## src/rtl/max_value_uart_tx.sv

```systemverilog
// Peak-value reporter: sweeps channels 1..4, sending each cached 10-bit peak as two
// 8N1 UART bytes (channel tag + high bits, then low bits), followed by a 0x0A terminator.
module max_value_uart_tx #(
  parameter int CLKS_PER_BIT = 243,
  parameter int CPB_WIDTH    = 8
) (
  input  logic       clk,
  input  logic       reset,
  input  logic       Start,
  input  logic [9:0] Max_Value,
  output logic [2:0] Max_Value_Channel_sel,
  output logic       Tx,
  output logic       Busy,
  output logic       Done
);

  localparam logic [2:0] IDLE      = 3'd0;
  localparam logic [2:0] SETTLE    = 3'd1;
  localparam logic [2:0] START_BIT = 3'd2;
  localparam logic [2:0] DATA_BITS = 3'd3;
  localparam logic [2:0] STOP_BIT  = 3'd4;

  localparam logic [1:0] BYTE_HI   = 2'd0;
  localparam logic [1:0] BYTE_LO   = 2'd1;
  localparam logic [1:0] BYTE_TERM = 2'd2;

  localparam logic [CPB_WIDTH-1:0] CNT_LAST = CPB_WIDTH'(CLKS_PER_BIT - 1);

  logic [2:0]           state_q, state_d;
  logic [CPB_WIDTH-1:0] cnt_q, cnt_d;
  logic [2:0]           bit_q, bit_d;
  logic [1:0]           byte_q, byte_d;
  logic [2:0]           sel_q, sel_d;
  logic [9:0]           hold_q, hold_d;
  logic                 tx_q, tx_d;
  logic                 done_q, done_d;
  logic [7:0]           cur_byte;
  logic                 bit_tick;

  always_comb begin
    case (byte_q)
      BYTE_HI: cur_byte = {1'b0, sel_q, 2'b00, hold_q[9:8]};
      BYTE_LO: cur_byte = hold_q[7:0];
      default: cur_byte = 8'h0A;
    endcase
  end

  assign bit_tick = (cnt_q == CNT_LAST);

  always_comb begin
    state_d = state_q;
    cnt_d   = cnt_q;
    bit_d   = bit_q;
    byte_d  = byte_q;
    sel_d   = sel_q;
    hold_d  = hold_q;
    tx_d    = tx_q;
    done_d  = 1'b0;
    case (state_q)
      IDLE: begin
        tx_d = 1'b1;
        if (Start) begin
          state_d = SETTLE;
          sel_d   = 3'd1;
          byte_d  = BYTE_HI;
          cnt_d   = '0;
        end
      end
      SETTLE: begin
        // Mux output has had a full cycle to settle on the new channel.
        hold_d  = Max_Value;
        state_d = START_BIT;
        tx_d    = 1'b0;
        cnt_d   = '0;
      end
      START_BIT: begin
        if (bit_tick) begin
          cnt_d   = '0;
          bit_d   = 3'd0;
          state_d = DATA_BITS;
          tx_d    = cur_byte[0];
        end else begin
          cnt_d = cnt_q + CPB_WIDTH'(1);
        end
      end
      DATA_BITS: begin
        if (bit_tick) begin
          cnt_d = '0;
          if (bit_q == 3'd7) begin
            state_d = STOP_BIT;
            tx_d    = 1'b1;
          end else begin
            bit_d = bit_q + 3'd1;
            tx_d  = cur_byte[bit_q + 3'd1];
          end
        end else begin
          cnt_d = cnt_q + CPB_WIDTH'(1);
        end
      end
      STOP_BIT: begin
        if (bit_tick) begin
          cnt_d = '0;
          case (byte_q)
            BYTE_HI: begin
              byte_d  = BYTE_LO;
              state_d = START_BIT;
              tx_d    = 1'b0;
            end
            BYTE_LO: begin
              if (sel_q == 3'd4) begin
                byte_d  = BYTE_TERM;
                state_d = START_BIT;
                tx_d    = 1'b0;
              end else begin
                sel_d   = sel_q + 3'd1;
                byte_d  = BYTE_HI;
                state_d = SETTLE;
              end
            end
            default: begin
              state_d = IDLE;
              done_d  = 1'b1;
              sel_d   = 3'd0;
              byte_d  = BYTE_HI;
            end
          endcase
        end else begin
          cnt_d = cnt_q + CPB_WIDTH'(1);
        end
      end
      default: state_d = IDLE;
    endcase
  end

  always_ff @(posedge clk) begin
    if (reset) begin
      state_q <= IDLE;
      cnt_q   <= '0;
      bit_q   <= 3'd0;
      byte_q  <= BYTE_HI;
      sel_q   <= 3'd0;
      hold_q  <= 10'd0;
      tx_q    <= 1'b1;
      done_q  <= 1'b0;
    end else begin
      state_q <= state_d;
      cnt_q   <= cnt_d;
      bit_q   <= bit_d;
      byte_q  <= byte_d;
      sel_q   <= sel_d;
      hold_q  <= hold_d;
      tx_q    <= tx_d;
      done_q  <= done_d;
    end
  end

  assign Max_Value_Channel_sel = sel_q;
  assign Tx                    = tx_q;
  assign Busy                  = (state_q != IDLE);
  assign Done                  = done_q;

endmodule

```

## config.mk

```make
export PLATFORM = sky130hd
export DESIGN_NAME = max_value_uart_tx
export DESIGN_NICKNAME = d
export VERILOG_FILES = /design/src/rtl/max_value_uart_tx.sv
export SDC_FILE = /design/constraint.sdc
export NUM_CORES = 1
export LEC_CHECK = 0
export CELL_PAD_IN_SITES_DETAIL_PLACEMENT = 0
export CELL_PAD_IN_SITES_GLOBAL_PLACEMENT = 1
export CORE_MARGIN = 2
export CORE_UTILIZATION = 33
export CTS_BUF_LIST = sky130_fd_sc_hd__clkbuf_2
export CTS_CLUSTER_DIAMETER = 30
export DETAILED_ROUTE_END_ITERATION = 6
export PLACE_DENSITY = 0.74
export SKIP_LAST_GASP = 1
export SLEW_MARGIN = 10
export SYNTH_ARGS = -nofsm -noshare
export SYNTH_HDL_FRONTEND = slang
export SYNTH_SLANG_ARGS = --single-unit
export TNS_END_PERCENT = 5
```

## constraint.sdc

```tcl
create_clock -name clk -period 4.2 [get_ports clk]
set_input_delay 0.84 -clock clk [delete_from_list [all_inputs] [get_ports clk]]
set_output_delay 0.84 -clock clk [all_outputs]
set_load 0.1 [all_outputs]
```

==> impl_metrics.csv, run 1 <==
group,metric,value,unit
worst_setup_path,crit_path_start_kind,"flop",
layout,diodes,0,
worst_setup_path,arrival,2370,ps
grt,first_global_vias,1372,
grt,gr-total-overflow,0,
status,status,"completed",
synth,synth_top_area_share,36.5,%
power,totalPowerFinal,0.678,mW
sta,fin_skew,23.2,ps
cts,root_buffer,"clkbuf_2",
synth,yosys.area_share.simple,24.8,%
synth,synthCells,211,
place,place_inst,288,
drt,ant_nets,0,
worst_setup_path,critical_path_required,3360,ps
flow_run,cap_violations,0,
worst_setup_path,end_kind,"output port",
drt,vias,1467,
floorplan,die_h,75.8,um
drt,wire_per_inst,12.5,um
synth,post_synth_instance_area,1700,um2
grt,grt_max_degree,26,
sta,slew_headroom,35.6,%
layout,multi_input_area,990,um2
sta,hold_viol,0,
worst_setup_path,worst_path_largest_cell_delay,1150,ps
floorplan,rows,26,
layout,layout.cells.non_filler,295,
power,peakVddDrop,0.152,mV
synth,ys_seq_area_share,36.5,%
synth,ys_types,44,
worst_setup_path,reg2regPathDepth,6,
sta,report.final.slew_viol_count,0,
drt,drt_wl_total,3.67,mm
layout,fill_cells,536,
worst_setup_path,crit_slowest_cell,"clkdlybuf4s50_1",
synth,synth_top_family_by_area,"simple AND/OR/NAND/NOR gates",
cts,cts.clk_slew.worst_paths,170,ps
sta,hold_ws,463,ps
place,port_buffers,18,
sta,period_needed,3210,ps
synth,syn_area_per_cell,8.06,um2
hold_path,min_path_cells,2,
synth,ys.warnings.count,0,
cts,cts_tree,"yes",
sta,grt_setup_unrepaired,"false",
drt,dr.pass1.iters,4,
drt,vias_per_cell,4.97,
sta,worst_pin_slew,963,ps
layout,design_area,1980,um2
synth,yosysMostFrequentCell,"nand2_1",
synth,syn-num-nets,230,
floorplan,start_util,33.7,%
floorplan,die-area,5750,um2
place,gp_congestion,0.781,
synth,ys_ff_latch,31,
place,post-place-ws,1400,ps
synth,synth_ff_type,"dfxtp_1",
power,p_per_area,343,nW/um2
cts,insertion_delay,370,ps
synth,synth_top_area_cell,"dfxtp_1",
layout,area_growth,16.3,%
synth,synth-edff-count,0,
sta,finalWorstSetupSlack,995,ps
grt,track_usage,14.9,%
floorplan,core,5040,um2
layout,ff_latch_area,621,um2
cts,h-tree-depth,2,
synth,muxShareOfSynthArea,5.51,%
synth,netlist_top_cells_count,"33 x nand2_1, 31 x dfxtp_1, 25 x nor2_1",
drt,drt_iter0_markers,23,
synth,synthAdderAreaFrac,4.41,%
layout,final_core_util,39.3,%
place,placed_area,1920,um2
synth,synth-xor-area-share,3.60,%
drt,drc,0,
place,hpwl,2.65,mm
hold_path,worst_hold_path_type,"reg2reg",
grt,antenna_found_initial,0,
sta,finalSetupViolCount,0,
power,p_leak,0.673,nW
cts,post-cts-setup-buffers,0,
layout,layout.nets,244,
floorplan,fp.dieW,75.8,um
worst_setup_path,path_max_fanout,14,
sta,tns,0,ps
layout,final_layout_size_suffix_gt1_share,7.56,%
sta,fmaxAchievable,0.312,GHz
cts,clockBufferDepth,2,
cts,numCtsBuffers,5,
worst_setup_path,criticalPathCategory,"reg2out",
cts,ctsHoldBuffers,0,
cts,clock_sinks,31,
synth,async_flop_share,0,%
cts,cts_resized,0,
worst_setup_path,cp_cell_sequence,"or3_1 > clkdlybuf4s50_1",
grt,grt_pass1_wl,6.47,mm
synth,synth_compound_area_share,19.9,%
floorplan,io-pin-count,19,
synth,synthTopCellsByArea,"dfxtp_1 36%, nand2_1 7.3%, a21oi_1 6.2%",
sta,period_share,76.3,%
==> worst max-delay path, delay by kind of cell (launching register included) <==
family | cells | cell delay (ps)
simple gates | 1 | 250
flops | 1 | 590
buf+inv | 1 | 1150
==> path summary, 6_finish.rpt <==
path	slack [ps]	start	endpoint
setup / recovery	990	state_q[2]	Busy
hold / removal	460	hold_q[3]	hold_q[3]
hold reg to reg	460	hold_q[3]	hold_q[3]
setup reg to reg	1900	cnt_q[1]	bit_q[2]
==> layer usage <==
layer	GRT usage [%]	vias up	share of wire, %
li1	-	770	-
met1	20.1	664	50
met2	22.6	29	45
met3	4.76	4	4.1
met4	4.68	0	0.93
met5	0	-	0
==> layout make-up <==
class	instances	area share, %
multi-input cells	160	50.0
flip-flops and latches	31	31.4
repair buffers	20	9.86
well taps	70	4.42
clock buffers	6	1.52
clock inverters	1	1.52
inverters	7	1.33
==> state kept, by name, indices dropped and copies added (netlist names) <==
signal and count:
Max_Value_Channel_sel 3, bit_q 3, byte_q 2, Done 1, cnt_q 8, Tx 1, state_q 3, hold_q 10
==> placed cells by master, fill, tap and decap left out, types with 6 or more instances in the layout <==
master           count
a21oi_1             21
clkbuf_2             6
clkdlybuf4s50_1     18
dfxtp_1             31
ha_1                 6
inv_1                7
mux2i_1              6
nand2_1             33
nor2_1              25
xor2_1               6
==> logic make-up (layout without fill, tap and decap cells) <==
logic type,count (synthesis),count (layout)
compound gates,49,49
xor+xnor,7,7
fa+ha+maj,6,6
buf+inv,20,34
flops,31,31
mux,9,9
simple gates,89,89
==> power by group <==
part	switching, mW	internal, mW	leakage (nW)	total [mW]
Combinational	0.0919	0.0553	0.383	0.147
Sequential	0.0179	0.309	0.252	0.327
Clock	0.103	0.101	0.0391	0.204
Note: power is estimated with default switching activity, not from simulation.
==> run 2, diff against run 1 <==
--- a/config.mk
+++ b/config.mk
@@ -12,7 +12,7 @@
 export CTS_BUF_LIST = sky130_fd_sc_hd__clkbuf_2
 export CTS_CLUSTER_DIAMETER = 30
 export DETAILED_ROUTE_END_ITERATION = 6
-export PLACE_DENSITY = 0.74
+export PLACE_DENSITY = 0.77
 export SKIP_LAST_GASP = 1
 export SLEW_MARGIN = 10
 export SYNTH_ARGS = -nofsm -noshare
==> constraint.sdc (replaced) <==
create_clock -name clk -period 2.61 [get_ports clk]
set_input_delay 0.522 -clock clk [delete_from_list [all_inputs] [get_ports clk]]
set_output_delay 0.522 -clock clk [all_outputs]
set_load 0.1 [all_outputs]
==> impl_metrics.csv, run 2 (synthesis results as in run 1) <==
group,metric,value,unit
status,status,"completed",
worst_setup_path,crit_path_start_kind,"flop",
layout,layout_common_cells,"33 x nand2_1, 31 x dfxtp_1, 25 x nor2_1",
worst_setup_path,r2r-start,"cnt_q[1]",
sta,finalSetupViolCount,0,
power,p_clk_share,24.3,%
power,switching_share,35.3,%
worst_setup_path,arrival,2480,ps
floorplan,core,5040,um2
hold_path,worst_hold_path_type,"reg2reg",
drt,drc,0,
sta,hold_viol,0,
cts,cts_resized,0,
power,p_sw,0.358,mW
worst_setup_path,rrSetupSlack,440,ps
worst_setup_path,reg2regPathDepth,6,
sta,slew_headroom,66.2,%
worst_setup_path,critical_path_required,2930,ps
cts,clock_sinks,31,
place,port_buffers,18,
power,p_leak,0.677,nW
layout,final_layout_size_suffix_gt1_share,11.0,%
flow_run,cap_violations,0,
worst_setup_path,r2r_end,"bit_q[2]",
cts,root_buffer,"clkbuf_2",
layout,diodes,0,
power,p_comb_share,23.8,%
cts,clockBufferDepth,2,
floorplan,io-pin-count,19,
cts,cts.clk_slew.worst_paths,180,ps
grt,gr-total-overflow,0,
drt,dr.pass1.iters,4,
worst_setup_path,end_kind,"flop",
floorplan,start_util,33.7,%
layout,final_core_util,38.8,%
drt,drt_iter0_markers,38,
grt,track_usage,14.9,%
drt,wire_per_inst,12.5,um
power,pwr-share-seq,51.9,%
hold_path,min_path_cells,2,
drt,drt_wl_total,3.72,mm
layout,top_regs,"hold_q (10), cnt_q (8)",
cts,insertion_delay,390,ps
sta,worst_pin_slew,506,ps
grt,grt_max_degree,25,
layout,layout.nets,245,
sta,fmaxAchievable,0.462,GHz
cts,h-tree-depth,2,
power,p_per_area,518,nW/um2
layout,area_growth,14.9,%
sta,fin_skew,23.0,ps
power,totalPowerFinal,1.01,mW
cts,cts_tree,"yes",
place,gp_congestion,0.841,
layout,largest_register,"hold_q",
worst_setup_path,crit_slowest_cell,"nor2_1",
place,hpwl,2.67,mm
cts,numCtsBuffers,5,
worst_setup_path,path_max_fanout,9,
drt,ant_nets,0,
sta,tns,0,ps
sta,period_share,83.0,%
drt,vias,1454,
power,p_int,0.655,mW
hold_path,min_to,"hold_q[9]",
worst_setup_path,worst_path_largest_cell_delay,480,ps
power,peakVddDrop,0.283,mV
grt,antenna_found_initial,0,
grt,first_global_vias,1338,
hold_path,hp-start,"hold_q[9]",
layout,largest_reg_flops,10,
worst_setup_path,cp_cell_sequence,"ha_1 > nand4b_1 > nor2_1 > o211ai_1 > or2_2 > a21oi_1",
sta,report.final.slew_viol_count,0,
floorplan,die-area,5750,um2
drt,vias_per_cell,4.90,
worst_setup_path,criticalPathCategory,"reg2reg",
sta,grt_setup_unrepaired,"false",
floorplan,die_h,75.8,um
floorplan,fp.dieW,75.8,um
cts,ctsHoldBuffers,0,
floorplan,rows,26,
layout,final_common_cell,"nand2_1",
cts,post-cts-setup-buffers,0,
sta,period_needed,2170,ps
grt,grt_pass1_wl,6.33,mm
==> run 2: cell count changes in the layout (fill, tap and decap cells not counted) <==
| cell | change |
|---|---|
| buf_4 | +7 |
| bufinv_16 | -1 |
| clkdlybuf4s50_1 | -6 |
| clkinv_2 | +1 |
| clkinvlp_4 | +1 |
==> run 2: final cells by class <==
cell class | count | area (um2)
clock buffer | 6 | 30.0
clock inverter | 2 | 12.5
fill | 538 | 3090
inverter | 7 | 26.3
multi-input combinational | 160 | 990
sequential | 31 | 621
tap | 70 | 87.6
timing repair buffer | 21 | 188
==> run 2: worst max-delay path: cells and delay by family, from the launching register on <==
kind	cells	cell delay, ps
compound gates	2	430
fa+ha+maj	1	180
flops	1	440
simple gates	3	1060
==> run 2: metal layers <==
layer	up-vias	GRT usage (%)	routed length, um
met4	0	6.82	38
met3	6	4.23	154
met2	23	23.7	1680
met1	652	18.5	1840
li1	773	-	-
met5	-	0	0
==> run 2: how the worst max path moves through the flow <==
stage	startpoint	depth (start not counted)	to
2_1_floorplan	Max_Value_Channel_sel[0]	6	Max_Value_Channel_sel[2]
3_3_place_gp	state_q[2]	5	Max_Value_Channel_sel[2]
3_5_place_dp	cnt_q[1]	6	bit_q[2]
4_1_cts	cnt_q[1]	6	bit_q[2]
5_1_grt	cnt_q[1]	6	bit_q[1]
6_report	cnt_q[1]	6	bit_q[2]
==> run 2: stage by stage <==
step	instance area [um2]	cells	setup WS (ps)	hold slack, ps
6_report	1950	297	444	468
5_1_grt	1950	297	186	485
4_1_cts	1950	297	456	470
3_5_place_dp	1910	289	474	448
3_3_place_gp	1910	289	501	442
2_1_floorplan	1700	211	354	432
==> run 2: power by group through the flow <==
stage          logic, mW  clock network, mW  registers (mW)
6_report           0.242              0.246           0.526
5_1_grt            0.264              0.281           0.532
4_1_cts            0.242              0.259           0.526
3_5_place_dp       0.241                  0           0.536
3_3_place_gp       0.244                  0           0.536
2_1_floorplan      0.160                  0           0.554
